===== config.mk =====
export PLATFORM = sky130hd
export DESIGN_NAME = morse_keyer_ctrl
export DESIGN_NICKNAME = d
export VERILOG_FILES = /design/src/rtl/morse_keyer_ctrl.sv
export SDC_FILE = /design/constraint.sdc
export NUM_CORES = 1
export LEC_CHECK = 0
export ABC_CLOCK_PERIOD_IN_PS = 3530
export CAP_MARGIN = 5
export CORE_MARGIN = 10
export CORE_UTILIZATION = 52
export CTS_CLUSTER_DIAMETER = 80
export DETAILED_ROUTE_END_ITERATION = 6
export MAX_ROUTING_LAYER = met4
export PLACE_DENSITY = 0.84
export REMOVE_ABC_BUFFERS = 1
export SETUP_SLACK_MARGIN = 0.15
export SYNTH_ARGS = -nofsm -noshare
export SYNTH_HDL_FRONTEND = slang
export SYNTH_SLANG_ARGS = --single-unit

===== constraint.sdc =====
create_clock -name clk -period 3.53 [get_ports clk]
set_input_delay 1.059 -clock clk [delete_from_list [all_inputs] [get_ports clk]]
set_output_delay 1.059 -clock clk [all_outputs]
set_load 0.02 [all_outputs]

===== src/rtl/morse_keyer_ctrl.sv =====
// morse_keyer_ctrl
// Accepts ASCII characters on a valid/ready handshake, looks each one up in
// an external registered ASCII-to-Morse convertor (1-cycle latency), then
// keys the Morse pattern with standard unit timing.
//
// Ports
//   clk, rst      clock, asynchronous active-low reset
//   in_ascii      character to send            (with in_valid / in_ready)
//   abort         cancel the character in flight (ignored when idle)
//   conv_ascii    address to the convertor; holds the last accepted char
//   conv_morse    convertor pattern, bit i = element i (1 = dash), bit 7 unused
//   conv_len      convertor element count, 0 = word space
//   key_out       registered key, high = tone
//   busy          not idle
//   char_done     one-cycle pulse after a character and its trailing gap
//   drop          one-cycle pulse when an out-of-range code is rejected
module morse_keyer_ctrl #(
  parameter int unsigned UNIT_CYCLES = 2160000,
  parameter int unsigned CNT_W       = 22
) (
  input  logic       clk,
  input  logic       rst,
  input  logic [7:0] in_ascii,
  input  logic       in_valid,
  output logic       in_ready,
  input  logic       abort,
  output logic [7:0] conv_ascii,
  input  logic [7:0] conv_morse,
  input  logic [2:0] conv_len,
  output logic       key_out,
  output logic       busy,
  output logic       char_done,
  output logic       drop
);

  typedef enum logic [2:0] {
    S_IDLE, S_LOOKUP, S_LATCH, S_MARK, S_ELEM_GAP, S_CHAR_GAP, S_WORD_GAP, S_DONE
  } state_e;

  localparam logic [CNT_W-1:0] TICK_LAST = CNT_W'(UNIT_CYCLES - 1);

  state_e           state_q, state_d;
  logic [7:0]       char_q, char_d;
  logic [6:0]       pat_q, pat_d;
  logic [2:0]       idx_q, idx_d;
  logic [CNT_W-1:0] tick_q, tick_d;
  logic [1:0]       unit_q, unit_d;
  logic             key_q, key_d;
  logic             drop_q, drop_d;

  logic       unit_end;
  logic [1:0] units_m1;
  logic       last_unit;
  logic       unused_msb;

  assign unused_msb = conv_morse[7];

  // Duration of the current timed state, in units minus one.
  always_comb begin
    units_m1 = 2'd0;
    case (state_q)
      S_MARK:     units_m1 = pat_q[idx_q] ? 2'd2 : 2'd0;
      S_CHAR_GAP: units_m1 = 2'd2;
      S_WORD_GAP: units_m1 = 2'd3;
      default:    units_m1 = 2'd0;
    endcase
  end

  assign unit_end  = (tick_q == TICK_LAST);
  assign last_unit = unit_end && (unit_q == units_m1);

  always_comb begin
    state_d = state_q;
    char_d  = char_q;
    pat_d   = pat_q;
    idx_d   = idx_q;
    key_d   = key_q;
    drop_d  = 1'b0;
    tick_d  = unit_end ? '0 : tick_q + 1'b1;
    unit_d  = unit_end ? unit_q + 2'd1 : unit_q;

    case (state_q)
      S_IDLE: begin
        if (in_valid) begin
          if (in_ascii >= 8'd32 && in_ascii <= 8'd122) begin
            char_d  = in_ascii;
            state_d = S_LOOKUP;
          end else begin
            drop_d = 1'b1;
          end
        end
      end
      S_LOOKUP: state_d = S_LATCH;
      S_LATCH: begin
        pat_d = conv_morse[6:0];
        idx_d = conv_len - 3'd1;
        if (conv_len == 3'd0) begin
          state_d = S_WORD_GAP;
        end else begin
          state_d = S_MARK;
          key_d   = 1'b1;
        end
      end
      S_MARK: begin
        if (last_unit) begin
          key_d   = 1'b0;
          state_d = (idx_q == 3'd0) ? S_CHAR_GAP : S_ELEM_GAP;
        end
      end
      S_ELEM_GAP: begin
        if (last_unit) begin
          idx_d   = idx_q - 3'd1;
          state_d = S_MARK;
          key_d   = 1'b1;
        end
      end
      S_CHAR_GAP, S_WORD_GAP: begin
        if (last_unit) state_d = S_DONE;
      end
      S_DONE:  state_d = S_IDLE;
      default: state_d = S_IDLE;
    endcase

    if (abort && state_q != S_IDLE) begin
      state_d = S_IDLE;
      key_d   = 1'b0;
    end

    // Restart unit timing on every state entry so durations never carry over.
    if (state_d != state_q) begin
      tick_d = '0;
      unit_d = 2'd0;
    end
  end

  always_ff @(posedge clk or negedge rst) begin
    if (!rst) begin
      state_q <= S_IDLE;
      char_q  <= 8'h20;
      pat_q   <= '0;
      idx_q   <= '0;
      tick_q  <= '0;
      unit_q  <= '0;
      key_q   <= 1'b0;
      drop_q  <= 1'b0;
    end else begin
      state_q <= state_d;
      char_q  <= char_d;
      pat_q   <= pat_d;
      idx_q   <= idx_d;
      tick_q  <= tick_d;
      unit_q  <= unit_d;
      key_q   <= key_d;
      drop_q  <= drop_d;
    end
  end

  assign key_out    = key_q;
  assign conv_ascii = char_q;
  assign drop       = drop_q;
  assign in_ready   = (state_q == S_IDLE);
  assign busy       = (state_q != S_IDLE);
  assign char_done  = (state_q == S_DONE);

endmodule


==> results.cfg <==
[worst_setup_path]
critPathMaxStageDelay_ns = 0.61
cp.arrival_ns = 2.06
path_buf_inv = 2
endpoint_kind = primary output
critPathLaunchType = flop
cp.required_ns = 2.47
critPathTopFamily = buffers and inverters
cp_max_fo = 17
setup.worst_path.class = reg -> out
cpMaxStageDelayCell = clkdlybuf4s50_1
cp_cell_sequence = or3_4, clkinv_2, clkdlybuf4s50_1

[global_route]
grt_pass1_wl_um = 10520
grt_max_degree = 48
gr-total-overflow = 0
grtUsageTotal_pct = 15.00
grt_pass1_vias = 2265
antenna_found_initial = 0

[placed_design]
post-place-ws_ns = 0.4370
port_buffers = 34
dp_cells = 397
placed_cell_area_um2 = 3144
gp_congestion = 0.8446
dp_hpwl_um = 4276

[drt]
vias_per_cell = 5.770
drc_errors = 0
drt_iter0_markers = 254
dr.pass1.iters = 4
wire_per_inst_um = 15.16
wirelength_um = 6140
antenna_left = 0
num_vias = 2337

[synth]
synth_area_um2 = 2795
synth_cell_types = 49
synthArstFlopShare_pct = 100.0
seq_area_frac_synth_pct = 42.12
syn_inst = 305
yosysTopAreaCell = dfrtp_1
synthTopCellsByArea = dfrtp_1 41%, nand2_1 6.8%, mux2_4 4.3%
synth-seq-cells = 47
yosysMostFrequentCell = nand2_1
ys.flop_type = dfrtp_1
ys.warnings.count = 0
syn_area_per_cell_um2 = 9.165
synth.top_cells.by_count = 51 x nand2_1, 46 x dfrtp_1, 30 x nor2_1, 16 x nor3_1
synth_top_cell_area_share_pct = 41.18
synth_edf_count = 0

[timing]
final.setup_skew_ns = 0.005842
finalWorstSetupSlack_ns = 0.4122
rsz0062_at_grt = no
setup_viol = 0
slew_viol_final = 0
tightest_slew_ns = 1.035
setup_tns_ns = 0
holdWs_ns = 0.4833
hold_viol_final = 0
slew_headroom_pct = 30.97
fin_crit_sh_pct = 88.32
period_needed_ns = 3.118
clock.fmax_mhz = 320.7

[layout]
antenna_cells = 0
layout.nets = 359
final_core_utilization_pct = 63.50
final_layout_size_suffix_gt1_share_pct = 9.254
stdcell_count = 405
fin_area_um2 = 3284
area_growth_pct = 17.50

[pwr]
power.density_nw_per_um2 = 516.1
ir_worst_vdd_mv = 0.2337
p_leak_nw = 1.388
p_total_mw = 1.695

[cts]
cts_resized = 0
tritoncts = done
cts_setup_buffers = 0
ctsHoldBuffers = 0
cts_made_buffers = 5
clock_path_buffers = 2
ctsRootBufferMaster = clkbuf_8
cts_sinks = 47
clk_pin_slew_ns = 0.09
htreeDepth = 2
clkLatencyLatePin_ns = 0.31

[floorplanning]
start_util_pct = 54.04
dieHeight_um = 93.32
die_area_um2 = 8708
core_area_um2 = 5172
fp-row-count = 26
die_w_um = 93.32
io_pins = 36

[outcome]
status = finished, final reports clean

[hold_path]
hold_path.class = reg -> reg

[run]
maxCapViolations = 0
==> sequential cells by signal, summed over array words and instances, names as in the netlist <==
signal / flops
conv_ascii: 8
idx_q: 3
drop: 1
pat_q: 7
tick_q: 22
unit_q: 2
key_out: 1
state_q: 3
==> tightest hold or removal path, cell delays in order (launching register included) <==
cell and delay [ns]:
dfrtp_1 0.35, nand2_1 0.05, nand2_1 0.06
==> layer usage <==
layer	vias to the layer above	global-route usage (%)	share of wire, %
li1	1137	-	-
met1	1133	17.97	43
met2	58	24.19	49
met3	9	3.437	6.2
met4	0	5.270	1.6
met5	-	-	0
==> final cells by class <==
| class | instances | area, µm² |
|---|---|---|
| Fill cell | 410 | 1888 |
| Multi-Input combinational cell | 236 | 1494 |
| Sequential cell | 47 | 1177 |
| Timing Repair Buffer | 37 | 357.8 |
| Tap cell | 70 | 87.58 |
| Clock inverter | 3 | 71.32 |
| Clock buffer | 5 | 68.82 |
| Inverter | 7 | 27.53 |
==> kinds of logic after synthesis <==
kind of cell    Yosys count  synth area share [%]
xor+xnor                 24                 7.520
flops                    47                 42.12
mux                      14                 6.446
buf+inv                  22                 4.431
fa+ha+maj                 2                0.8951
simple gates            159                 28.38
compound gates           37                 10.21
==> placed cells by master (no fill, tap or decap), types with 2 or more instances in the layout <==
cell type | netlist | final
a211oi_1 | 4 | 4
a21oi_1 | 8 | 8
a31oi_1 | 4 | 4
and2_1 | 5 | 5
and3_1 | 3 | 3
and4_1 | 4 | 4
buf_4 | 0 | 3
bufinv_16 | 0 | 2
clkbuf_8 | 0 | 5
clkdlybuf4s50_1 | 0 | 33
dfrtp_1 | 46 | 46
ha_1 | 2 | 2
inv_1 | 6 | 6
mux2_4 | 8 | 8
mux2i_1 | 6 | 6
nand2_1 | 51 | 51
nand2b_1 | 3 | 3
nand3_1 | 12 | 12
nand4_1 | 12 | 12
nor2_1 | 30 | 30
nor2b_1 | 4 | 4
nor3_1 | 16 | 16
nor3b_1 | 4 | 4
nor4_1 | 4 | 4
nor4b_1 | 2 | 2
o21ai_0 | 7 | 7
o311a_1 | 2 | 2
o31a_1 | 2 | 2
or2_2 | 2 | 2
or3_1 | 2 | 2
xnor2_1 | 12 | 12
xor2_1 | 12 | 12
==> final timing paths <==
kind / start / to / slack, ns / cells after the start
max: state_q[1]$_DFF_PN0_ / in_ready / 0.41 / 3
min: pat_q[6]$_DFFE_PN0P_ / pat_q[6]$_DFFE_PN0P_ / 0.48 / 2
max reg2reg: state_q[0]$_DFF_PN0_ / tick_q[3]$_DFF_PN0_ / 0.81 / 6
min reg2reg: pat_q[6]$_DFFE_PN0P_ / pat_q[6]$_DFFE_PN0P_ / 0.48 / 2
max in group asynchronous: rst / unit_q[0]$_DFFE_PN0P_ / 1.97 / 1
min in group asynchronous: rst / key_out$_DFFE_PN0P_ / 0.90 / 1
==> report_power, final <==
part / internal, mW / leakage, nW / switching, mW
Combinational: 0.227 / 0.708 / 0.228
Clock: 0.287 / 0.0703 / 0.198
Sequential: 0.650 / 0.610 / 0.105
(Power assumes the default switching activity.)
